`config.mk`:
```
export PLATFORM = sky130hd
export DESIGN_NAME = digit_result_filter
export DESIGN_NICKNAME = d
export VERILOG_FILES = /design/src/rtl/dsp_pkg.sv /design/src/rtl/seg7_decode.sv /design/src/rtl/digit_result_filter.sv
export SDC_FILE = /design/constraint.sdc
export NUM_CORES = 1
export LEC_CHECK = 0
export ABC_AREA = 1
export BUFFER_PORTS_ARGS = -buffer_cell sky130_fd_sc_hd__buf_2
export CAP_MARGIN = 10
export CORE_ASPECT_RATIO = 0.75
export CORE_MARGIN = 8
export CORE_UTILIZATION = 30
export CTS_CLUSTER_SIZE = 14
export DETAILED_ROUTE_END_ITERATION = 8
export GPL_TIMING_DRIVEN = 0
export PLACE_DENSITY_LB_ADDON = 0.1
export SLEW_MARGIN = 15
export SYNTH_ARGS = -nofsm -noshare
export SYNTH_HDL_FRONTEND = slang
export SYNTH_SLANG_ARGS = --single-unit
```
`constraint.sdc`:
```
create_clock -name CLK -period 2.7 [get_ports CLK]
set_clock_uncertainty 0.15 [all_clocks]
set_input_delay 0.675 -clock CLK [delete_from_list [all_inputs] [get_ports CLK]]
set_output_delay 0.675 -clock CLK [all_outputs]
set_load 0.05 [all_outputs]
```
`src/rtl/dsp_pkg.sv`:
```
// dsp_pkg: shared DSP display types and constants.
package dsp_pkg;
    typedef enum logic {S_EMPTY, S_LOCKED} state_t;
    localparam logic [3:0] DIGIT_NONE = 4'hF;
    localparam logic [6:0] SEG_BLANK = 7'h7F;
    // active-low {g,f,e,d,c,b,a} for digits 0..9
    localparam logic [6:0] SEG_TABLE [10] = '{
        7'h40, 7'h79, 7'h24, 7'h30, 7'h19,
        7'h12, 7'h02, 7'h78, 7'h00, 7'h10
    };
endpackage

```
`src/rtl/seg7_decode.sv`:
```
// seg7_decode: registered 4-bit to active-low 7-segment decoder with blanking.
module seg7_decode
    import dsp_pkg::*;
(
    input  logic       CLK,
    input  logic       RST,
    input  logic [3:0] iDigit,
    input  logic       iBlank,
    output logic [6:0] oSeg
);
    always_ff @(posedge CLK) begin
        if (!RST)
            oSeg <= SEG_BLANK;
        else
            oSeg <= (iBlank || iDigit > 4'd9) ? SEG_BLANK : SEG_TABLE[iDigit];
    end
endmodule

```
`src/rtl/digit_result_filter.sv`:
```
// digit_result_filter: per-frame debounce of recognised digits with timeout blanking.
module digit_result_filter
    import dsp_pkg::*;
#(
    parameter int STABLE_FRAMES  = 3,
    parameter int TIMEOUT_FRAMES = 8,
    parameter int CNT_W          = 4
) (
    input  logic             CLK,
    input  logic             RST,
    input  logic [3:0]       iDigital,
    input  logic             iValid,
    input  logic             iFrameStart,
    input  logic             iHold,
    output logic [3:0]       oDigit,
    output logic             oDigitValid,
    output logic             oChange,
    output logic [CNT_W-1:0] oMatchCnt,
    output logic [6:0]       oHEX
);
    localparam logic [CNT_W-1:0] STABLE  = CNT_W'(STABLE_FRAMES);
    localparam logic [CNT_W-1:0] TIMEOUT = CNT_W'(TIMEOUT_FRAMES);

    state_t           state;
    logic             fsD;
    logic [3:0]       cand;
    logic [CNT_W-1:0] matchCnt, missCnt, nextMatch, nextMiss;
    logic             tick, sample, hit, commit, clear;

    function automatic logic [CNT_W-1:0] satInc(input logic [CNT_W-1:0] v, input logic [CNT_W-1:0] lim);
        return (v >= lim) ? lim : v + 1'b1;
    endfunction

    // FSM decisions look at the post-update counts so commit/clear land on the tick edge
    always_comb begin
        tick      = iFrameStart & ~fsD;
        sample    = tick & ~iHold;
        hit       = iValid && iDigital <= 4'd9;
        nextMatch = !sample ? matchCnt :
                    !hit ? '0 :
                    (iDigital == cand && matchCnt != '0) ? satInc(matchCnt, STABLE) : CNT_W'(1);
        nextMiss  = !sample ? missCnt : hit ? '0 : satInc(missCnt, TIMEOUT);
        commit    = sample && hit && nextMatch == STABLE && (state == S_EMPTY || iDigital != oDigit);
        clear     = sample && !hit && state == S_LOCKED && nextMiss == TIMEOUT;
    end

    always_ff @(posedge CLK) begin
        if (!RST) begin
            state       <= S_EMPTY;
            fsD         <= 1'b0;
            cand        <= '0;
            matchCnt    <= '0;
            missCnt     <= '0;
            oDigit      <= DIGIT_NONE;
            oDigitValid <= 1'b0;
            oChange     <= 1'b0;
        end else begin
            fsD      <= iFrameStart;
            matchCnt <= nextMatch;
            missCnt  <= nextMiss;
            oChange  <= commit | clear;
            if (sample && hit)
                cand <= iDigital;
            if (commit) begin
                state       <= S_LOCKED;
                oDigit      <= iDigital;
                oDigitValid <= 1'b1;
            end else if (clear) begin
                state       <= S_EMPTY;
                oDigit      <= DIGIT_NONE;
                oDigitValid <= 1'b0;
            end
        end
    end

    assign oMatchCnt = matchCnt;

    seg7_decode uSeg (
        .CLK    (CLK),
        .RST    (RST),
        .iDigit (oDigit),
        .iBlank (!oDigitValid),
        .oSeg   (oHEX)
    );
endmodule

```
==> impl_results.md <==
* NumNets Final at 230
* Post-CTS Resized at 0
* Std-Cell Rows at 21
* Setup tns final at 0 ns
* Remaining DRCs at 0
* CP Cell Sequence: buf_2 -> o21ai_1 -> nand3_4 -> inv_2 -> nand2_1 -> a21oi_4 -> nand4_1 -> nand2_1 -> inv_1
* Status: finished, final reports clean
* Number of sinks on the clock net at 26
* Cell at the slowest stage of the critical path: o21ai_1
* Total Routed Length at 3.05 mm
* Clk_lat worst skew at 0.27 ns
* Post-route core utilization at 36.5%
* Number of top-level pins at 26
* Y dimension of the die at 73.6 um
* Number of clock buffers inserted by TritonCTS at 3
* Drt initial violations at 42
* Number of global-route vias before repair at 1089
* Clock slew seen by the registers of the worst setup and hold paths at 0.09 ns
* Final weighted congestion in routability-driven placement at 0.722
* Final design area excluding fillers at 1590 um2
* Area growth from synthesis to layout at 20.2%
* Core region area at 4360 um2
* Async set or reset register ratio after synthesis at 0%
* Count of vias placed by the detailed router at 1177
* Final critical delay including setup and external delays at 1.96 ns
* Drt first pass iters at 4
* Post-synthesis average cell area at 7.24 um2
* Library cells used by synthesis at 26
* Fraction of post-synthesis cell area in the top cell type by area at 39.3%
* Highest clock frequency the design can meet at 0.510 GHz
* Fraction of synthesized area in multiplexers at 0%
* Longest Clk Path Bufs at 2
* Synthesized-area fraction occupied by ao, oa, aoi and oai cells at 10.8%
* MaxCap Viol Count at 0
* Global-route wire length before repair at 5.22 mm
* Adder-cell share of the synthesized area at 7.55%
* Capturing element type of the critical path: register
* Data arrival time of the critical path at 1.99 ns
* GR Layer Usage met3 at 3.37%
* Headroom to the max-slew limit at 66.2%
* Leading cell types by total area after synthesis: dfxtp_1 39%, nand2_1 12%, ha_1 7.6%, inv_1 7.4%, nand3_1 5.3%
* Critical path launch point type: primary input
* Power density normalized to cell area at 482 nW/um2
* Worst reg2reg path endpoint: oDigit[0]
* Post-Synth Simple-Gate Area at 31.4%
* Register area share after synthesis at 39.3%
* Port Buffers at 25
* Post-route non-filler standard cell count at 269
* R2R cell count at 12
* Leading cell types in the layout, fill and taps excluded: 44 x nand2_1, 26 x inv_1, 26 x dfxtp_1
* Largest net degree at the start of global routing at 16
* Number of enable-type register cells in the synthesized netlist at 0
* RSZ-0062 raised after global routing: false
* Ratio of cells with drive above 1 in the final layout at 19.3%
* Maximum fanout along the worst path at 7
* Count of hold-fix buffers inserted at cts at 0
* Pins Over Slew Limit at 0
* Antenna violations before repair at 0
* Setup violations, final at 0
* Min-Delay Endpoint: oMatchCnt[3]
* Placement Cell Area at 1520 um2
* Multi-input gate area in the final layout at 684 um2
* Origin of the worst setup path: iDigital[1]
* Met1 global-route usage at 12.9%
* Final setup slack of the worst path at 0.739 ns
* Number of nets produced by synthesis at 200
* Xor and xnor area share after synthesis at 1.98%
* Cell type contributing the most total cell area after synthesis: dfxtp_1
* Most congested layer reported by global routing: met2
* Hold Fails Final Rpt at 0
* Leakage power of the design at 0.775 nW
* Share of the clock period used by the worst path after layout at 72.6%
* Class of the worst hold path: register to register
* HPWL reported at the end of detailed placement at 2.42 mm
* GR met2 Demand/Resource at 14.6%
* Leading register cell type out of synthesis: dfxtp_1
* Number of cells traversed by the worst hold path at 2
* Worst setup slack after placement at 0.437 ns
* Tot GR Track Use at 9.69%
* Starting density of the core at 30.4%
* Fillers at 480
* Worst Max-Slew Pin Slew at 0.507 ns
* Total design power at 767 uW
* Critical hold path startpoint: oMatchCnt[3]
* Total number of H-tree levels at 1
* Syn Inst Count at 183
* Width of the die at 92.7 um
* CP required at 2.73 ns
* Register-to-register setup slack at 0.88 ns
* Cell total after placement at 265
* TritonCTS clock tree: yes
* Routed len/inst at 11.3 um
* Worst hold-check slack at 0.303 ns
* Clock Root Buffer: clkbuf_8
* Post-CTS setup buffers at 0
* CP dominant cell by count: nand2_1
* Category of the most critical setup path: primary input to register
* Most common cell after layout, fill and taps aside: nand2_1
* Peak supply drop at 0.254 mV
* Antenna violation net count after detailed routing at 0
* Number of antenna diodes at 0
* Total global routing overflow at 0
* Largest incremental delay on the critical path at 0.33 ns
* Synth Register Bits at 26
* Cell area after synthesis at 1330 um2
* Register area at 520 um2
* Die Outline Area at 6820 um2
* Startpoint of the worst register-to-register path: oMatchCnt[0]
* Number of warning messages in the yosys log at 0
* Dominant combinational cell family by area after synthesis: simple AND/OR/NAND/NOR gates
* Average via count per standard cell at 4.38
==> report_power, final <==
group,switching (mW),leakage (nW),total (mW),internal [mW]
Clock,0.123,0.0357,0.322,0.198
Combinational,0.0371,0.529,0.0547,0.0176
Sequential,0.00316,0.211,0.391,0.388
==> worst max-delay path: cells and delay by family <==
kind / cells / cell delay (ns)
simple gates: 4 / 0.46
buf+inv: 3 / 0.31
compound gates: 2 / 0.53
==> cell type report <==
class / count / share of cell area [%]
clock buffers: 3 / 2.59
multi-input cells: 125 / 43.0
clock inverters: 1 / 1.89
well taps: 57 / 4.48
repair buffers: 25 / 7.86
flip-flops and latches: 26 / 32.7
inverters: 30 / 7.07
plain buffers: 2 / 0.471
==> kinds of logic (layout without fill, tap and decap cells) <==
family / Yosys count / after routing
simple gates: 89 / 89
buf+inv: 32 / 61
flops: 26 / 26
compound gates: 25 / 25
fa+ha+maj: 8 / 8
xor+xnor: 3 / 3
==> worst max-delay path by stage <==
stage           endpoint  slack [ns]  cells after the start
2_1_floorplan  oDigit[0]        0.70                     12
3_3_place_gp   oDigit[2]        0.42                      9
3_5_place_dp   oDigit[1]        0.44                      9
4_1_cts        oDigit[1]        0.73                      9
5_1_grt        oDigit[3]        0.55                      9
6_report       oDigit[1]        0.74                      9
==> per-layer routing <==
| metal | vias up | routed length [um] |
|---|---|---|
| li1 | 641 | - |
| met1 | 513 | 1630 |
| met2 | 21 | 1240 |
| met3 | 2 | 154 |
| met4 | 0 | 19 |
| met5 | - | 0 |
==> flip-flops by register name, summed over array words and instances, names as in the netlist <==
| signal | flops |
|---|---|
| cand | 4 |
| fsD | 1 |
| oDigit | 4 |
| missCnt | 4 |
| oChange | 1 |
| oMatchCnt | 4 |
| state | 1 |
| uSeg.oSeg | 7 |
==> synth_stat cells (2+ instances only) <==
master	number
nand4_1	6
nand3_1	14
clkbuf_1	2
nor2_1	16
o21ai_1	4
a21oi_1	8
nor2_2	2
xnor2_1	2
dfxtp_1	26
o22ai_1	2
nand2_1	44
inv_1	26
ha_1	8
o21ai_0	8
inv_2	4
No activity file was read; power rests on OpenSTA's default activity.
